===== config.mk =====
export PLATFORM = sky130hd
export DESIGN_NAME = memory_bus_router_flat
export DESIGN_NICKNAME = d
export VERILOG_FILES = /design/src/rtl/memory_bus_router_pkg.sv /design/src/rtl/memory_bus_router_if.sv /design/src/rtl/memory_bus_router_timer.sv /design/src/rtl/memory_bus_router.sv /design/src/flat_wrapper.sv
export SDC_FILE = /design/constraint.sdc
export NUM_CORES = 1
export LEC_CHECK = 0
export BUFFER_PORTS_ARGS = -buffer_cell sky130_fd_sc_hd__buf_2
export CORE_ASPECT_RATIO = 1.1
export CORE_UTILIZATION = 45
export DETAILED_ROUTE_END_ITERATION = 16
export PLACE_DENSITY = 0.8
export SYNTH_ARGS = -nofsm -noshare
export SYNTH_HDL_FRONTEND = slang
export SYNTH_HIERARCHICAL = 1
export SYNTH_SLANG_ARGS = --single-unit
export TNS_END_PERCENT = 1

===== constraint.sdc =====
create_clock -name clk -period 2.9 [get_ports clk]
set_input_delay 0.145 -clock clk [delete_from_list [all_inputs] [get_ports clk]]
set_output_delay 0.145 -clock clk [all_outputs]
set_load 0.05 [all_outputs]

===== src/rtl/memory_bus_router_pkg.sv =====
// memory_bus_pkg
// Shared definitions for the memory bus router: the access state machine
// encoding, counter field widths, and a helper that pulls one bank's wait
// state count out of the packed per-bank wait table.
// No ports (package only).
package memory_bus_pkg;

  typedef enum logic [1:0] {
    IDLE = 2'd0,
    WAIT = 2'd1,
    DONE = 2'd2
  } bus_state_t;

  localparam int WAIT_FIELD_BITS = 4;
  localparam int TIMEOUT_BITS    = 8;

  // Wide enough for up to 16 banks of 4-bit wait fields.
  localparam int WAIT_TABLE_BITS = 64;

  // Returns the wait field of one bank; bank n lives at [4n+3:4n].
  function automatic logic [WAIT_FIELD_BITS-1:0] wait_field(
    input logic [WAIT_TABLE_BITS-1:0] wait_table,
    input logic [31:0]                bank
  );
    return wait_table[bank*WAIT_FIELD_BITS +: WAIT_FIELD_BITS];
  endfunction

endpackage


===== src/rtl/memory_bus_router_if.sv =====
// memory_bus_router_if
// Bundles the CPU-side and bank-side bus signals of the router.
//   CPU side : address, data_in, bus_enable, write_enable, error_clear (to router)
//              data_out, bus_halt, bus_error (from router)
//   Bank side: bank_enable, bank_write_enable, bank_data_in (from router)
//              bank_data_out (packed, bank n at [DATA_WIDTH*n +: DATA_WIDTH]),
//              bank_busy (to router)
// The router connects through the 'slave' modport; whatever drives the CPU
// and the banks uses 'master'.
interface memory_bus_router_if #(
  parameter int ADDRESS_WIDTH = 24,
  parameter int DATA_WIDTH    = 8,
  parameter int BANK_BITS     = 2
);
  localparam int NUM_BANKS = 1 << BANK_BITS;

  logic [ADDRESS_WIDTH-1:0]        address;
  logic [DATA_WIDTH-1:0]           data_in;
  logic [DATA_WIDTH-1:0]           data_out;
  logic                            bus_enable;
  logic                            write_enable;
  logic                            bus_halt;
  logic                            bus_error;
  logic                            error_clear;
  logic [NUM_BANKS-1:0]            bank_enable;
  logic [NUM_BANKS-1:0]            bank_write_enable;
  logic [DATA_WIDTH-1:0]           bank_data_in;
  logic [NUM_BANKS*DATA_WIDTH-1:0] bank_data_out;
  logic [NUM_BANKS-1:0]            bank_busy;

  modport slave (
    input  address, data_in, bus_enable, write_enable, error_clear,
           bank_data_out, bank_busy,
    output data_out, bus_halt, bus_error, bank_enable, bank_write_enable,
           bank_data_in
  );

  modport master (
    output address, data_in, bus_enable, write_enable, error_clear,
           bank_data_out, bank_busy,
    input  data_out, bus_halt, bus_error, bank_enable, bank_write_enable,
           bank_data_in
  );

endinterface


===== src/rtl/memory_bus_router_timer.sv =====
// memory_bus_timer
// Wait-state down-counter and timeout up-counter for one bus access.
//   clk, reset   : clock, synchronous active-high reset
//   load_i       : start of a waited access; loads wait_i and zeroes timeout
//   wait_i       : fixed wait states of the selected bank
//   tick_i       : one cycle spent in WAIT
//   wait_done_o  : wait-state count has reached zero
//   timed_out_o  : this WAIT cycle is the TIMEOUT-th cycle of the access
module memory_bus_timer
  import memory_bus_pkg::*;
#(
  parameter int TIMEOUT = 255
) (
  input  logic                       clk,
  input  logic                       reset,
  input  logic                       load_i,
  input  logic [WAIT_FIELD_BITS-1:0] wait_i,
  input  logic                       tick_i,
  output logic                       wait_done_o,
  output logic                       timed_out_o
);

  // The access counts as timed out once the count including the current
  // cycle hits TIMEOUT, so bus_halt is high for exactly TIMEOUT cycles
  // (request cycle plus TIMEOUT-1 WAIT cycles) before the abort cycle.
  localparam int TIMEOUT_LAST_INT = TIMEOUT - 1;
  localparam logic [TIMEOUT_BITS-1:0] TIMEOUT_LAST = TIMEOUT_LAST_INT[TIMEOUT_BITS-1:0];

  logic [WAIT_FIELD_BITS-1:0] wait_cnt_q, wait_cnt_d;
  logic [TIMEOUT_BITS-1:0]    to_cnt_q, to_cnt_d;

  // Both counters saturate so a stuck access cannot wrap them around.
  always_comb begin
    wait_cnt_d = wait_cnt_q;
    to_cnt_d   = to_cnt_q;
    if (load_i) begin
      wait_cnt_d = wait_i;
      to_cnt_d   = '0;
    end else if (tick_i) begin
      if (wait_cnt_q != '0) wait_cnt_d = wait_cnt_q - 1'b1;
      if (to_cnt_q != '1)   to_cnt_d   = to_cnt_q + 1'b1;
    end
  end

  // Counter registers.
  always_ff @(posedge clk) begin
    if (reset) begin
      wait_cnt_q <= '0;
      to_cnt_q   <= '0;
    end else begin
      wait_cnt_q <= wait_cnt_d;
      to_cnt_q   <= to_cnt_d;
    end
  end

  assign wait_done_o = (wait_cnt_q == '0);
  assign timed_out_o = (to_cnt_q == TIMEOUT_LAST);

endmodule


===== src/rtl/memory_bus_router.sv =====
// memory_bus_router
// Routes each CPU access to one of 2**BANK_BITS banks, inserting fixed
// per-bank wait states, honouring per-bank busy, blocking writes to
// read-only banks and aborting hung accesses with a sticky error.
//   clk, reset : clock, synchronous active-high reset
//   bus        : memory_bus_router_if.slave (CPU and bank signals)
// Bank select: FAR_BANK when address bits above 15 are nonzero, otherwise
// address[15:16-BANK_BITS]. Read data is registered into data_out.
module memory_bus_router
  import memory_bus_pkg::*;
#(
  parameter int ADDRESS_WIDTH = 24,
  parameter int DATA_WIDTH    = 8,
  parameter int BANK_BITS     = 2,
  parameter int FAR_BANK      = 3,
  parameter logic [(WAIT_FIELD_BITS << BANK_BITS)-1:0] WAIT_CYCLES = 16'h1000,
  parameter logic [(1 << BANK_BITS)-1:0]               WRITE_MASK  = 4'b0101,
  parameter int TIMEOUT       = 255
) (
  input logic                clk,
  input logic                reset,
  memory_bus_router_if.slave bus
);

  localparam int NUM_BANKS = 1 << BANK_BITS;
  localparam logic [BANK_BITS-1:0]       FAR_SEL     = FAR_BANK[BANK_BITS-1:0];
  localparam logic [WAIT_TABLE_BITS-1:0] WAIT_PACKED = 64'(WAIT_CYCLES);

  bus_state_t                 state_q;
  logic [BANK_BITS-1:0]       sel_q;
  logic                       write_q;
  logic [DATA_WIDTH-1:0]      data_out_q;
  logic                       bus_error_q;

  logic [BANK_BITS-1:0]       sel_now;
  logic [WAIT_FIELD_BITS-1:0] wait_now;
  logic                       wr_ok_now;
  logic [BANK_BITS-1:0]       active_sel;
  logic                       write_active;
  logic                       busy_active;
  logic [DATA_WIDTH-1:0]      rdata_active;

  logic [NUM_BANKS-1:0]       bank_enable_c;
  logic [NUM_BANKS-1:0]       bank_write_enable_c;
  logic                       halt_c;
  logic                       complete;
  logic                       blocked;
  logic                       abort;
  logic                       start_wait;

  logic                       wait_done;
  logic                       timed_out;
  logic                       unused_addr_bits;

  // Only the page bits and the bank index bits take part in decoding.
  assign unused_addr_bits = ^bus.address[15-BANK_BITS:0];

  // Address decode for a request presented in IDLE.
  always_comb begin
    sel_now   = (|bus.address[ADDRESS_WIDTH-1:16]) ? FAR_SEL : bus.address[15 -: BANK_BITS];
    wait_now  = wait_field(WAIT_PACKED, 32'(sel_now));
    wr_ok_now = WRITE_MASK[sel_now];
  end

  // While waiting, the bank and direction latched at the request are used;
  // in IDLE the live decode is used so a zero-wait access finishes at once.
  always_comb begin
    active_sel   = (state_q == WAIT) ? sel_q   : sel_now;
    write_active = (state_q == WAIT) ? write_q : bus.write_enable;
    busy_active  = bus.bank_busy[active_sel];
    rdata_active = bus.bank_data_out[DATA_WIDTH*active_sel +: DATA_WIDTH];
  end

  // Per-cycle access decision and the combinational bank strobes. A timeout
  // takes precedence over a completion that lands in the same cycle.
  always_comb begin
    bank_enable_c       = '0;
    bank_write_enable_c = '0;
    halt_c              = 1'b0;
    complete            = 1'b0;
    blocked             = 1'b0;
    abort               = 1'b0;
    start_wait          = 1'b0;
    case (state_q)
      IDLE: begin
        if (bus.bus_enable) begin
          bank_enable_c[sel_now] = 1'b1;
          if (bus.write_enable && !wr_ok_now) begin
            blocked = 1'b1;
          end else if (wait_now == '0 && !busy_active) begin
            complete = 1'b1;
          end else begin
            start_wait = 1'b1;
            halt_c     = 1'b1;
          end
        end
      end
      WAIT: begin
        bank_enable_c[sel_q] = 1'b1;
        if (timed_out) begin
          abort = 1'b1;
        end else if (wait_done && !busy_active) begin
          complete = 1'b1;
        end else begin
          halt_c = 1'b1;
        end
      end
      default: ;
    endcase
    if (complete && write_active) bank_write_enable_c[active_sel] = 1'b1;
  end

  memory_bus_timer #(
    .TIMEOUT (TIMEOUT)
  ) u_timer (
    .clk         (clk),
    .reset       (reset),
    .load_i      (start_wait),
    .wait_i      (wait_now),
    .tick_i      (state_q == WAIT),
    .wait_done_o (wait_done),
    .timed_out_o (timed_out)
  );

  // Access state machine with the registered read data and sticky error.
  // Setting the error wins over a simultaneous clear.
  always_ff @(posedge clk) begin
    if (reset) begin
      state_q     <= IDLE;
      sel_q       <= '0;
      write_q     <= 1'b0;
      data_out_q  <= '0;
      bus_error_q <= 1'b0;
    end else begin
      case (state_q)
        IDLE: begin
          if (bus.bus_enable) begin
            sel_q   <= sel_now;
            write_q <= bus.write_enable;
            state_q <= (blocked || complete) ? DONE : WAIT;
          end
        end
        WAIT: begin
          if (abort || complete) state_q <= DONE;
        end
        DONE:    state_q <= IDLE;
        default: state_q <= IDLE;
      endcase

      if (abort) begin
        data_out_q <= '1;
      end else if (complete && !write_active) begin
        data_out_q <= rdata_active;
      end

      if (blocked || abort) begin
        bus_error_q <= 1'b1;
      end else if (bus.error_clear) begin
        bus_error_q <= 1'b0;
      end
    end
  end

  assign bus.bank_enable       = bank_enable_c;
  assign bus.bank_write_enable = bank_write_enable_c;
  assign bus.bus_halt          = halt_c;
  assign bus.data_out          = data_out_q;
  assign bus.bus_error         = bus_error_q;
  assign bus.bank_data_in      = bus.data_in;

endmodule


===== src/flat_wrapper.sv =====
// flat-port wrapper written by rule: the top's interface ports become plain ports
module memory_bus_router_flat import memory_bus_pkg::*;
#(
  parameter int ADDRESS_WIDTH = 24,
  parameter int DATA_WIDTH    = 8,
  parameter int BANK_BITS     = 2,
  parameter int FAR_BANK      = 3,
  parameter logic [(WAIT_FIELD_BITS << BANK_BITS)-1:0] WAIT_CYCLES = 16'h1000,
  parameter logic [(1 << BANK_BITS)-1:0]               WRITE_MASK  = 4'b0101,
  parameter int TIMEOUT       = 255
)
  (clk, reset, bus_address, bus_data_in, bus_bus_enable, bus_write_enable, bus_error_clear, bus_bank_data_out, bus_bank_busy, bus_data_out, bus_bus_halt, bus_bus_error, bus_bank_enable, bus_bank_write_enable, bus_bank_data_in);
  memory_bus_router_if #(.ADDRESS_WIDTH(ADDRESS_WIDTH), .DATA_WIDTH(DATA_WIDTH), .BANK_BITS(BANK_BITS)) bus_i ();
  input logic clk;
  input logic reset;
  input wire logic [$bits(bus_i.address)-1:0] bus_address;
  input wire logic [$bits(bus_i.data_in)-1:0] bus_data_in;
  input wire logic [$bits(bus_i.bus_enable)-1:0] bus_bus_enable;
  input wire logic [$bits(bus_i.write_enable)-1:0] bus_write_enable;
  input wire logic [$bits(bus_i.error_clear)-1:0] bus_error_clear;
  input wire logic [$bits(bus_i.bank_data_out)-1:0] bus_bank_data_out;
  input wire logic [$bits(bus_i.bank_busy)-1:0] bus_bank_busy;
  output wire logic [$bits(bus_i.data_out)-1:0] bus_data_out;
  output wire logic [$bits(bus_i.bus_halt)-1:0] bus_bus_halt;
  output wire logic [$bits(bus_i.bus_error)-1:0] bus_bus_error;
  output wire logic [$bits(bus_i.bank_enable)-1:0] bus_bank_enable;
  output wire logic [$bits(bus_i.bank_write_enable)-1:0] bus_bank_write_enable;
  output wire logic [$bits(bus_i.bank_data_in)-1:0] bus_bank_data_in;
  assign bus_i.address = bus_address;
  assign bus_i.data_in = bus_data_in;
  assign bus_i.bus_enable = bus_bus_enable;
  assign bus_i.write_enable = bus_write_enable;
  assign bus_i.error_clear = bus_error_clear;
  assign bus_i.bank_data_out = bus_bank_data_out;
  assign bus_i.bank_busy = bus_bank_busy;
  assign bus_data_out = bus_i.data_out;
  assign bus_bus_halt = bus_i.bus_halt;
  assign bus_bus_error = bus_i.bus_error;
  assign bus_bank_enable = bus_i.bank_enable;
  assign bus_bank_write_enable = bus_i.bank_write_enable;
  assign bus_bank_data_in = bus_i.bank_data_in;
  memory_bus_router #(.ADDRESS_WIDTH(ADDRESS_WIDTH), .DATA_WIDTH(DATA_WIDTH), .BANK_BITS(BANK_BITS), .FAR_BANK(FAR_BANK), .WAIT_CYCLES(WAIT_CYCLES), .WRITE_MASK(WRITE_MASK), .TIMEOUT(TIMEOUT)) u_core (.clk(clk), .reset(reset), .bus(bus_i));
endmodule

# After elaboration in Yosys (flattened, before gate mapping)
# Cells that the tools add are included.
# W data, S select, Z words.
# totals
regBits	26
inputBits	73
output_inout_bits	26
wordCells	95
# classes
n_addsub	2
magnitude_cmp	6
n_eq_ne	5
n_shift	2
mux	45
n_reduce_logical	28
# op_table
operator	n
$shiftx A64 B5 Y4 const A	1
$shiftx A32 B6 Y8	1
$mux W1	24
$mux W4	5
$mux W8	2
$mux W2	5
$lt A2 B3 Y1 const B	3
$add A8 B1 Y8 const B	1
$eq A8 B8 Y1 const B	1
$logic_and A1 B1 Y1	8
$logic_not A4 Y1	2
$ne A8 B8 Y1 const B	1
$pmux W4 S2	1
$reduce_and A2 Y1	4
$reduce_bool A2 Y1	4
$reduce_or A8 Y1	1
$demux W1 S2	3
$ge A2 B1 Y1 const B	3
$bmux W1 S2	2
$pmux W1 S2	2
$pmux W2 S2	1
$reduce_bool A4 Y1	1
$sub A4 B1 Y4 const B	1
$logic_not A1 Y1	3
other kinds (6)	8

# Logic depth before layout (Yosys ltp)
# depth
depth_word	15
mapped_depth	11
mapped_depth_nobuf	9

# Modules after synthesis
# Netlist, hierarchy kept.
# modules_own_cells
module	instances	cells_each	area_each_um2	seq_area_each_um2
memory_bus_router	1	169	1402.6	280.3
memory_bus_timer	1	80	686.9	240.2

# Least setup slack after synthesis
# Ideal clock, no wire load.
# synth_path
kind	register to output
from	register u_core.u_timer.wait_cnt_q[1]
to	output port bus_bank_write_enable[0]
arrival_time_ns	3.345
required_ns	2.755
setup_slack_ns	-0.590
path_stages_with_launch	11
path_buffers	1
cell_sequence	dfxtp_1 > inv_1 > ha_1 > or3b_4 > inv_1 > nor4bb_1 > a41o_1 > o2111a_1 > buf_4 > nor2_2 > nor4_1
# synth_between
elab_chain_cells	7
# synth_lines
element	line	source
from (decl)	memory_bus_router_timer.sv:29	logic [WAIT_FIELD_BITS-1:0] wait_cnt_q, wait_cnt_d;
from (signal assigned)	memory_bus_router_timer.sv:51	wait_cnt_q <= wait_cnt_d;
$logic_not A4 Y1	memory_bus_router_timer.sv:56	assign wait_done_o = (wait_cnt_q == '0);
named net u_core.wait_done	memory_bus_router.sv:51	logic wait_done;
$logic_and A1 B1 Y1	memory_bus_router.sv:102	end else if (wait_done && !busy_active) begin
$mux W1	memory_bus_router.sv:102	
$mux W1	memory_bus_router.sv:100	if (timed_out) begin
$pmux W1 S2	memory_bus_router.sv:84	case (state_q)
$logic_and A1 B1 Y1	memory_bus_router.sv:110	if (complete && write_active) bank_write_enable_c[active_sel] = 1'b1;
$mux W4	memory_bus_router.sv:110	
to (decl)	flat_wrapper.sv:27	output wire logic [$bits(bus_i.bank_write_enable)-1:0] bus_bank_write_enable;
# The timed path passes the listed nets, and every way through them passes these cells.

# Worst setup path in the final report
# layout_path
from	register u_core.u_timer.wait_cnt_q[0]
to	output port bus_bank_write_enable[1]
# Same word-level chain as after synthesis.

==> flow_summary.yaml <==
clock_network:
  clk-insertion-delay-late_ns: 0.28
  path_clk_slew_ns: 0.09
  cts_tree: "built"
  htree_levels: 1
  clkSinkCount: 26
  cts_root_buf: "clkbuf_8"
  cts_buffers: 3
  cts_hold_buf: 0
  clockBufferDepth: 2
routing:
  vias: 2111
  ant_nets: 0
  wl_per_cell_microns: 14.2
  vias_per_cell: 5.85
  drc_errors: 0
  firstDrtPassIters: 4
  drtIter0Drc: 115
  totalWireLength_mm: 5.12
sta:
  setup_tns_ns: 0
  period_needed_ns: 2.73
  slew_violations: 0
  relSlewSlack_pct: 57.2
  whs_ns: 0.215
  fin_ws_ns: 0.168
  finalSetupViolCount: 0
  finalCritPeriodShare_pct: 94.2
  fin_skew_ns: 0.00286
  hold_viol_final: 0
  fmax_mhz: 366
  rsz0062_at_grt: "no"
  worst_pin_slew_ns: 0.641
power_and_ir_drop:
  ir_drop_v: 0.000212
  switchingPower_uw: 314
  swShare_pct: 33.3
  p_int_uw: 631
  power_leakage_nw: 1.09
  power.density_nw_per_um2: 379
  combinationalPowerShare_pct: 32.7
  pwr-share-clk_pct: 25.2
  pwr-share-seq_pct: 42.1
setup_path:
  timing.rr.end: "u_core/bus.data_out[4]"
  path_class: "flop to output port"
  critPathLaunchType: "flop"
  crit_path_max_fanout: 4
  end_kind: "output port"
  reg2reg_from: "u_core/u_timer/wait_cnt_q[0]"
  required_ns: 2.76
  arrival_ns: 2.59
  reg2reg_slack_ns: 0.42
  rr_worst_depth: 10
  worstSetupStartpoint: "u_core/u_timer/wait_cnt_q[0]"
  crit_path_end: "bus_bank_write_enable[1]"
yosys:
  synthAdderAreaFrac_pct: 1.80
  synthFlopType: "dfxtp_1"
  synth_xor_area_share_pct: 0
  ys_types: 55
  synth_top_cell_by_area: "dfxtp_1"
  synth_simple_gate_area_share_pct: 22.8
  synth_top_family_by_area: "compound AO/OA/AOI/OAI gates"
  yosysSeqAreaShare_pct: 24.9
  yosys-top-cells-count: "26 x dfxtp_1, 24 x nor2_1, 22 x a21oi_1, 21 x mux2i_1, 15 x inv_1"
  yosysWarningCount: 6
  yosys-top-cells-area: "dfxtp_1 25%, mux2i_1 10%, a21oi_1 5.3%"
  synthMuxAreaShare_pct: 14.9
  yosysMostFrequentCell: "dfxtp_1"
  syn_area_per_cell_sq_um: 8.39
  synth_compound_area_share_pct: 24.5
  ys_async_sr_fraction_pct: 0
  synth_top_area_share_pct: 24.9
  synth_edf_count: 0
  ys_seq_elements: 26
  syn_inst: 249
  netlist_area_sq_um: 2090
hold_path:
  hold_path.class: "input pin to flop"
layout:
  nNetsFinal: 384
  diodes: 0
  fin_area_sq_um: 2490
  final_cells: 361
  drive_gt1_share_pct: 33.9
  nFillCells: 418
  area_delta_synth_final_pct: 19.3
floorplanning:
  die_area_sq_um: 4920
  start_util_pct: 47.7
  rows: 25
  fp.dieH_microns: 73.5
  io_pins: 99
  fp.dieW_microns: 67.0
  core_sq_um: 4380
grt:
  gr-total-overflow: 0
  grt_usage_pct: 20.6
  grt_pass1_wl_mm: 7.87
  grt_pass1_vias: 1802
  grt_max_degree: 24
  antenna_found_initial: 0
place:
  pre_cts_ws_ns: 0.333
  numPortBuffers: 68
  numPlacedInstances: 355
  dp_hpwl_mm: 3.85
  placed_area_sq_um: 2400
  gp_congestion: 0.830
flow_run:
  cap_violations: 0
outcome:
  status: "finished clean"
## power by group through the flow
stage / clock [mW] / sequential, mW / combinational [mW]
CTS: 0.246 / 0.397 / 0.297
global placement: 0 / 0.405 / 0.290
finish: 0.238 / 0.398 / 0.309
detailed placement: 0 / 0.405 / 0.296
global route: 0.260 / 0.402 / 0.335
floorplan: 0 / 0.408 / 0.246
## cell usage in the layout (no fill, tap or decap), types with 2 or more instances in the layout
cell	count
buf_2	64
dfxtp_1	26
nor2_1	24
a21oi_1	22
mux2i_1	21
inv_1	14
buf_4	12
nand2_1	12
mux2_2	8
o41ai_1	8
and3_1	5
o21ai_0	5
nand3_1	5
a211oi_1	5
a31oi_1	5
clkbuf_8	4
a41oi_1	4
a41o_1	4
nor4_2	4
and4_1	4
nor3_1	3
nor2b_1	3
conb_1	3
a311oi_1	3
nor4_4	2
nor3b_1	2
nor4bb_1	2
o2111a_1	2
o211ai_1	2
o2111ai_1	2
nand4_1	2
ha_1	2
## registers in the layout (all words and copies together), names as in the netlist
register / flops
u_core/state_q: 2
u_core/u_timer/to_cnt_q: 8
u_core/bus.data_out: 8
u_core/write_q: 1
u_core/u_timer/wait_cnt_q: 4
u_core/sel_q: 2
u_core/bus.bus_error: 1
## worst max-delay path: stages (launching register included)
cell and delay [ns]:
dfxtp_1 0.34, inv_1 0.08, ha_2 0.19, or3b_4 0.41
inv_2 0.10, nor4bb_2 0.27, a41o_1 0.16, o2111a_1 0.23
nor2_2 0.08, nor4_2 0.21, buf_4 0.23
## cells by family after synthesis
logic type               after synthesis
AO/OA/AOI/OAI                         70
other                                  1
AND/OR/NAND/NOR                       80
multiplexers                          30
adder cells (fa/ha/maj)                3
buffers and inverters                 39
flip-flops                            26
## worst min-delay path by stage
stage	from	end	slack, ns	cells past startpoint
after CTS	bus_error_clear	u_core/bus.bus_error	0.21	4
after global placement	bus_data_in[0]	bus_bank_data_in[0]	0.29	0
after floorplan	bus_write_enable	u_core/write_q	0.29	2
after global routing	bus_write_enable	u_core/bus.bus_error	0.24	3
after detailed placement	bus_data_in[0]	bus_bank_data_in[0]	0.29	0
final	bus_write_enable	u_core/write_q	0.21	3
## metal layers
| metal | track usage (%) | routed length [microns] |
|---|---|---|
| met5 | 0 | 0 |
| met2 | 35.9 | 2530 |
| met4 | 7.80 | 64 |
| met1 | 25.3 | 2270 |
| met3 | 2.64 | 256 |
## timing repair
item / CTS / global route
resized for setup: 0 / 11
buffers inserted: 0 / 2
endpoints found under the setup margin: 0 / 4
## layout make-up
cell class              count  area, sq um  area share [%]
repair buffers             76          410            16.5
clock buffers               4         55.1            2.21
inverters                  15         56.3            2.26
well taps                  54         67.6            2.71
multi-input cells         186         1380            55.5
flip-flops and latches     26          520            20.9
## stage by stage
stage / power (mW) / utilization [%]
after global placement: 0.694 / 54.9
after global routing: 0.997 / 56.9
after floorplan: 0.654 / -
after detailed placement: 0.702 / 54.9
after CTS: 0.940 / 56.1
final: 0.945 / 56.9
Power figures use the tool's default switching activity.
